### src/rtl/batcharger_ctrl.sv
// Li-ion charger sequencer: TC -> CC -> CV -> END with temperature guard and recharge restart.
// Optional CV safety timer is enabled by defining BATCHARGER_CTRL_CVTIMER_EN.
module batcharger_ctrl #(
    parameter logic [7:0]  VPRESET = 8'd210,
    parameter logic [7:0]  VCUTOFF = 8'd150,
    parameter logic [7:0]  VRECH   = 8'd200,
    parameter logic [7:0]  TMIN    = 8'd20,
    parameter logic [7:0]  TMAX    = 8'd200,
    parameter logic [15:0] TOUT    = 16'd60000
) (
    input  logic       clk,
    input  logic       rstz,
    input  logic       en,
    input  logic [3:0] sel,
    input  logic       smp_vld,
    input  logic [7:0] vbat,
    input  logic [7:0] ibat,
    input  logic [7:0] tbat,
    output logic [7:0] iset,
    output logic [7:0] vset,
    output logic       imen,
    output logic       vmen,
    output logic       tc,
    output logic       cc,
    output logic       cv,
    output logic       done
);

    typedef enum logic [2:0] {
        S_IDLE,
        S_START,
        S_TC,
        S_CC,
        S_CV,
        S_END
    } state_t;

    state_t     r_state;
    state_t     w_nextState;
    logic [3:0] r_sel;
    logic [3:0] w_selNext;
    logic [7:0] w_selP1;
    logic [7:0] w_icc;
    logic       w_tok;
    logic       w_timerExp;

    logic [7:0] w_isetNext;
    logic [7:0] w_vsetNext;
    logic       w_imenNext;
    logic       w_vmenNext;
    logic       w_tcNext;
    logic       w_ccNext;
    logic       w_cvNext;
    logic       w_doneNext;

    assign w_selP1 = {4'd0, r_sel} + 8'd1;
    assign w_icc   = w_selP1 << 3;
    assign w_tok   = (tbat >= TMIN) && (tbat <= TMAX);

`ifdef BATCHARGER_CTRL_CVTIMER_EN
    logic [15:0] r_timer;
    logic [15:0] w_timerInc;

    assign w_timerInc = r_timer + 16'd1;
    assign w_timerExp = (w_timerInc >= TOUT);

    // Held at zero outside CV, so every CV entry starts a fresh count.
    always_ff @(posedge clk or negedge rstz) begin
        if (!rstz) begin
            r_timer <= 16'd0;
        end else if (r_state != S_CV) begin
            r_timer <= 16'd0;
        end else if (smp_vld) begin
            r_timer <= w_timerInc;
        end
    end
`else
    // Timer limit is only meaningful in the timer build; tie it off here.
    assign w_timerExp = (TOUT == 16'd0) && 1'b0;
`endif

    always_comb begin
        w_nextState = r_state;
        if (!en) begin
            w_nextState = S_IDLE;
        end else if (smp_vld) begin
            case (r_state)
                S_IDLE:  w_nextState = S_START;
                S_START: begin
                    if (!w_tok)                w_nextState = S_START;
                    else if (vbat < VCUTOFF)   w_nextState = S_TC;
                    else if (vbat < VPRESET)   w_nextState = S_CC;
                    else                       w_nextState = S_END;
                end
                S_TC: begin
                    if (!w_tok)                w_nextState = S_END;
                    else if (vbat >= VCUTOFF)  w_nextState = S_CC;
                end
                S_CC: begin
                    if (!w_tok)                w_nextState = S_END;
                    else if (vbat >= VPRESET)  w_nextState = S_CV;
                end
                S_CV: begin
                    if (!w_tok)                        w_nextState = S_END;
                    else if (ibat <= w_selP1)          w_nextState = S_END;
                    else if (w_timerExp)               w_nextState = S_END;
                end
                S_END: begin
                    if ((vbat < VRECH) && w_tok) w_nextState = S_START;
                end
                default: w_nextState = S_IDLE;
            endcase
        end

        w_selNext = r_sel;
        if ((w_nextState == S_START) && (r_state != S_START)) begin
            w_selNext = sel;
        end

        w_isetNext = 8'd0;
        w_vsetNext = 8'd0;
        w_imenNext = 1'b0;
        w_vmenNext = 1'b0;
        w_tcNext   = 1'b0;
        w_ccNext   = 1'b0;
        w_cvNext   = 1'b0;
        w_doneNext = 1'b0;
        // Setpoints follow the next state so they update on the same edge as the state.
        case (w_nextState)
            S_TC: begin
                w_tcNext   = 1'b1;
                w_imenNext = 1'b1;
                w_isetNext = w_selP1;
            end
            S_CC: begin
                w_ccNext   = 1'b1;
                w_imenNext = 1'b1;
                w_isetNext = w_icc;
            end
            S_CV: begin
                w_cvNext   = 1'b1;
                w_vmenNext = 1'b1;
                w_vsetNext = VPRESET;
            end
            S_END:   w_doneNext = 1'b1;
            default: ;
        endcase
    end

    always_ff @(posedge clk or negedge rstz) begin
        if (!rstz) begin
            r_state <= S_IDLE;
            r_sel   <= 4'd0;
            iset    <= 8'd0;
            vset    <= 8'd0;
            imen    <= 1'b0;
            vmen    <= 1'b0;
            tc      <= 1'b0;
            cc      <= 1'b0;
            cv      <= 1'b0;
            done    <= 1'b0;
        end else begin
            r_state <= w_nextState;
            r_sel   <= w_selNext;
            iset    <= w_isetNext;
            vset    <= w_vsetNext;
            imen    <= w_imenNext;
            vmen    <= w_vmenNext;
            tc      <= w_tcNext;
            cc      <= w_ccNext;
            cv      <= w_cvNext;
            done    <= w_doneNext;
        end
    end

endmodule

### config.mk
export PLATFORM = sky130hd
export DESIGN_NAME = batcharger_ctrl
export DESIGN_NICKNAME = d
export VERILOG_FILES = /design/src/rtl/batcharger_ctrl.sv
export SDC_FILE = /design/constraint.sdc
export NUM_CORES = 1
export LEC_CHECK = 0
export BUFFER_PORTS_ARGS = -buffer_cell sky130_fd_sc_hd__buf_2
export CORE_MARGIN = 4
export CORE_UTILIZATION = 51
export DETAILED_ROUTE_END_ITERATION = 8
export PLACE_DENSITY = 0.89
export SYNTH_ARGS = -nofsm -noshare
export SYNTH_HDL_FRONTEND = slang
export SYNTH_SLANG_ARGS = --single-unit
### constraint.sdc
create_clock -name clk -period 7.6 [get_ports clk]
set_clock_uncertainty 0.15 [all_clocks]
set_input_delay 0.76 -clock clk [delete_from_list [all_inputs] [get_ports clk]]
set_output_delay 0.76 -clock clk [all_outputs]
set_load 0.01 [all_outputs]
-- Word-level counts from Yosys, hierarchy flattened
Index checks and enable logic that the tools add are counted.
- input port bits: 32
- bits in registers: 28
- output and inout port bits: 22
- reductions and logical operators: 5
- equal/unequal tests: 11
- add/sub/neg operators: 1
- mux-type cells: 20
- magnitude comparators: 8
- operators with widths (kind ; number):
    $mux 3 ; 12
    $lt 8x8->1 const B ; 3
    $pmux 3 s6 ; 1
    $ge 8x8->1 const B ; 2
    $pmux 8 s2 ; 1
    $eq 3x2->1 const B ; 4
    $eq 3x3->1 const B ; 4
    $ge 8x5->1 const B ; 1
    $le 8x5->1 ; 1
    $le 8x8->1 const B ; 1
    $mux 8 ; 1
    $eq 3x1->1 const B ; 2
    $add 4x1->5 const B ; 1
    $mux 1 ; 5
    $logic_and 1x1->1 ; 3
    $logic_not 3->1 ; 1
    $ne 3x1->1 const B ; 1
    $reduce_or 2->1 ; 1

-- Longest topological paths before layout
- word-level depth: 10
- depth in mapped cells: 10
- gate-level depth less buffers: 10

-- Worst setup path before layout
Ideal clock, no wire load.
- path type: input port to flip-flop
- start point: input port ibat[1]
- end point: register r_sel[0]
- arrival time: 2.566 ns
- data required time: 7.325 ns
- buffers on the path: 0
- stages on the path: 8
- setup slack: 4.759 ns
- setup time: 0.125 ns
- path through: ha_1 nor2b_1 o311ai_0 and4_1 o311ai_4 a31oi_4 nand4b_4 mux2_4
- cells in the longest elaborated chain, start to end: 8
- ends and longest elaborated chain (what ; RTL line ; RTL):
    from (decl) ; 17 ; input logic [7:0] ibat,
    $le 8x5->1 ; 105 ; else if (ibat <= w_selP1) w_nextState = S_END;
    $mux 3 ; 105 ;
    $mux 3 ; 104 ; if (!w_tok) w_nextState = S_END;
    $pmux 3 s6 ; 87 ; case (r_state)
    $mux 3 ; 86 ; end else if (smp_vld) begin
    $mux 3 ; 84 ; if (!en) begin
    via w_nextState[0] ; 39 ; state_t w_nextState;
    $eq 3x1->1 ; 116 ; if ((w_nextState == S_START) && (r_state != S_START)) begin
    $logic_and 1x1->1 ; 116 ;
    to (signal assigned) ; 164 ; r_sel <= w_selNext;
    to (decl) ; 40 ; logic [3:0] r_sel;
The timed path passes the listed nets, and every way through them passes these cells.
A chain may end at the register's enable or synchronous reset.

-- Worst setup path in the final report
- start point: register r_sel[0]
- end point: register r_sel[0]
- cells in the longest elaborated chain, start to end: 9
- ends and longest elaborated chain (what ; RTL line ; RTL):
    $add 4x1->5 ; 56 ; assign w_selP1 = {4'd0, r_sel} + 8'd1;
    $le 8x5->1 ; 105 ;
    $mux 3 ; 105 ;
    $mux 3 ; 104 ;
    $pmux 3 s6 ; 87 ;
    $mux 3 ; 86 ;
    $mux 3 ; 84 ;
    via w_nextState[0] ; 39 ;
    $eq 3x1->1 ; 116 ;
    $logic_and 1x1->1 ; 116 ;
The timed path passes the listed nets, and every way through them passes these cells.

==> results.md <==
- Cell with the most instances after synthesis: dfrtp_1
- H-tree levels: 1
- Layout Nets: 202
- Arrival time at the worst endpoint: approximately 3.1 ns
- Sw Ratio: 0.3446
- Final ANT Viol Nets: 0
- Slew Limit Fails: 0
- Global-route wire length before repair: ~4.2 mm
- Worst-path fanout max: 8
- Comb pwr share: 0.404
- Die Wd: around 58 µm
- Postcts setup bufs: 0
- Final Util: 0.6636
- Die area: around 3300 µm²
- Clk sinks: 20
- CP Buf/Inv Count: 1
- Crit path capture type: flop
- Antenna violations before repair: 0
- Clk pwr share: 0.178
- I/O pin cnt: 54
- # hold bufs at CTS: 0
- Initial Util: 0.5547
- Final WL: between 2 and 3 mm
- Max IR drop VDD: roughly 0.17 mV
- Ys Warns: 0
- Vias per cell: roughly 5.5
- Seq/Total Area, Yosys: 0.3964
- Worst Setup Start Kind: flop
- Post-synth EDFFs: 0
- Syn Inst Count: between 100 and 150
- Crit path time final: ~3.1 ns
- Cells taking the most area after synthesis: dfrtp_1 40%, buf_4 5.4%, ha_1 5.0%
- Hold Vio Cnt, Final: 0
- Buffers on Ports: 48
- Prevailing post-synth register cell: dfrtp_1
- Hold Crit Class: in -> async
- Pin count of the biggest net entering global routing: 21
- Root buffer cell: clkbuf_4
- Post-synth top area share: 0.3964
- Unrepaired setup endpoints after global routing: false
- P_sw: ~110 µW
- Syn avg cell area: roughly 11 µm²
- Starting DRT DRC Count: 19
- Data required, critical path: 7.64 ns
- Final HPWL DP: 2.094 mm
- Total CTS buffers: 3
- Fillers: 180
- Status: completed
- GRT overflow: 0
- Setup TNS: 0 ns
- CTS tree: done
- Cell Chain, Critical Path: ha_1 -> inv_1 -> ha_1 -> nor2b_1 -> o311ai_0 -> and4_1 -> o311ai_4 -> a31oi_4 -> nand4b_4 -> mux2_4
- Final setup fails: 0
- Drt pass-1 iters: 4
- Crit path kind: reg -> reg
- Insertion delay to the later sink of the worst-skew pair: 0.29 ns
- Syn-to-layout area delta: 19.62%
- Peak Freq: between 300 and 400 MHz
- Share of cells above drive strength 1: 0.4146
- Slowest library cell on the worst path: dfrtp_1
- # DRC: 0
- Cell repeated most along the worst path: ha_1
- Worst Slack Setup Final: between 4 and 5 ns
- PwrDens: approximately 220 nW/µm²
- Antenna diodes: 0
- CP max stage delay: around 0.47 ns
- WL/cell: ~13 µm
- CP delay by family, top: compound AO/OA/AOI/OAI gates
- Post-CTS sizing: 0
- Internal: 216.7 µW
- Max_cap viols: 0
- Gp weighted congestion: between 0.7 and 0.8
- Clk slew on worst S/H paths: 0.10 ns
- FFs w/ async S/R, synth: 1.000
- Via count: between 1000 and 1500
- Synth cell types: 45
- GRT Overall Usage: 0.1624
- Vias in the first global route: 1020
- Post-place setup slack: 4.527 ns
- Top cell type by total area after synthesis: dfrtp_1
- Cell Area, Synth: around 1300 µm²
- Pleak: 0.0007987 µW
- Die Y-Extent: between 50 and 60 µm
- Commonest cells post-synth: 20 x dfrtp_1, 12 x nor2_1, 10 x nand2_1, 9 x buf_4, 6 x inv_1
- Total core area: 2276 µm²
- Final period util: 0.4035
- Max Buffers Root-to-Sink: 2
- Seq pwr share: 0.418
- Row count: 17
- Seq cells post-synth: 20
layout by cell type, fill, tap and decap left out, types with 3 or more instances in the layout:
cell type	synthesis	final
buf_2	0	48
dfrtp_1	20	20
nand2_1	10	10
ha_1	5	5
a31oi_1	3	3
conb_1	1	4
mux2_4	4	4
nor2_1	12	12
clkbuf_4	0	3
a21oi_1	3	3
inv_1	6	6
path summary, 6_finish.rpt:
path	from	endpoint	slack, ns	cells past startpoint
hold / removal	rstz	r_sel[2]	0.23	1
setup / recovery	r_sel[0]	r_sel[0]	4.53	10
max in group asynchronous	rstz	iset[7]	6.79	1
hold reg to reg	r_sel[1]	r_sel[1]	0.42	1
setup reg to reg	r_sel[0]	r_sel[0]	4.53	10
min in group clk	r_sel[1]	r_sel[1]	0.42	1
kinds of logic (layout without fill, tap and decap cells):
| kind of cell | after synthesis | count (layout) | share of synthesized area |
|---|---|---|---|
| AOI/OAI and AO/OA | 24 | 24 | 0.1883 |
| xor gates and xnor gates | 3 | 3 | 0.02677 |
| adders and majority gates | 5 | 5 | 0.04955 |
| buffers and inverters | 18 | 59 | 0.08126 |
| DFF | 20 | 20 | 0.3964 |
| muxes | 4 | 4 | 0.04757 |
| other | 1 | 4 | 0.002970 |
| and+or+nand+nor | 45 | 45 | 0.2072 |
flip-flops by register name (all words and copies together) (netlist names):
register / cells
iset: 8
r_sel: 4
r_state: 3
cc: 1
done: 1
imen: 1
tc: 1
vset: 1
final cells by class:
type                       instances  area [µm²]  share of cell area
tap                               28       35.03             0.02320
sequential                        20       500.5              0.3314
timing repair buffer              48       240.2              0.1591
clock buffer                       4       36.28             0.02403
multi-input combinational         85       670.6              0.4441
inverter                           7       27.53             0.01823
through the flow:
step	hold slack (ns)	total power, µW	cells	area [µm²]
5_1_grt	0.2495	354.7	192	1510
6_report	0.2273	330.6	192	1510
4_1_cts	0.2360	333.1	192	1510
3_3_place_gp	0.3903	267.5	188	1474
3_5_place_dp	0.3991	273.5	188	1474
2_1_floorplan	0.3144	238.8	123	1274
power groups by stage:
stage          clock, µW  sequential, µW  combinational, µW
6_report            59.0             138                133
5_1_grt             65.1             140                150
4_1_cts             60.8             138                134
3_5_place_dp           0             140                134
3_3_place_gp           0             139                128
2_1_floorplan          0             136                103
layer usage:
| metal | track usage | part of all wire |
|---|---|---|
| met4 | 0.1026 | 0.034 |
| met1 | 0.1888 | 0.40 |
| met2 | 0.2758 | 0.50 |
| met3 | 0.02673 | 0.068 |
| met5 | 0 | 0 |
No activity file was read; power rests on OpenSTA's default activity.
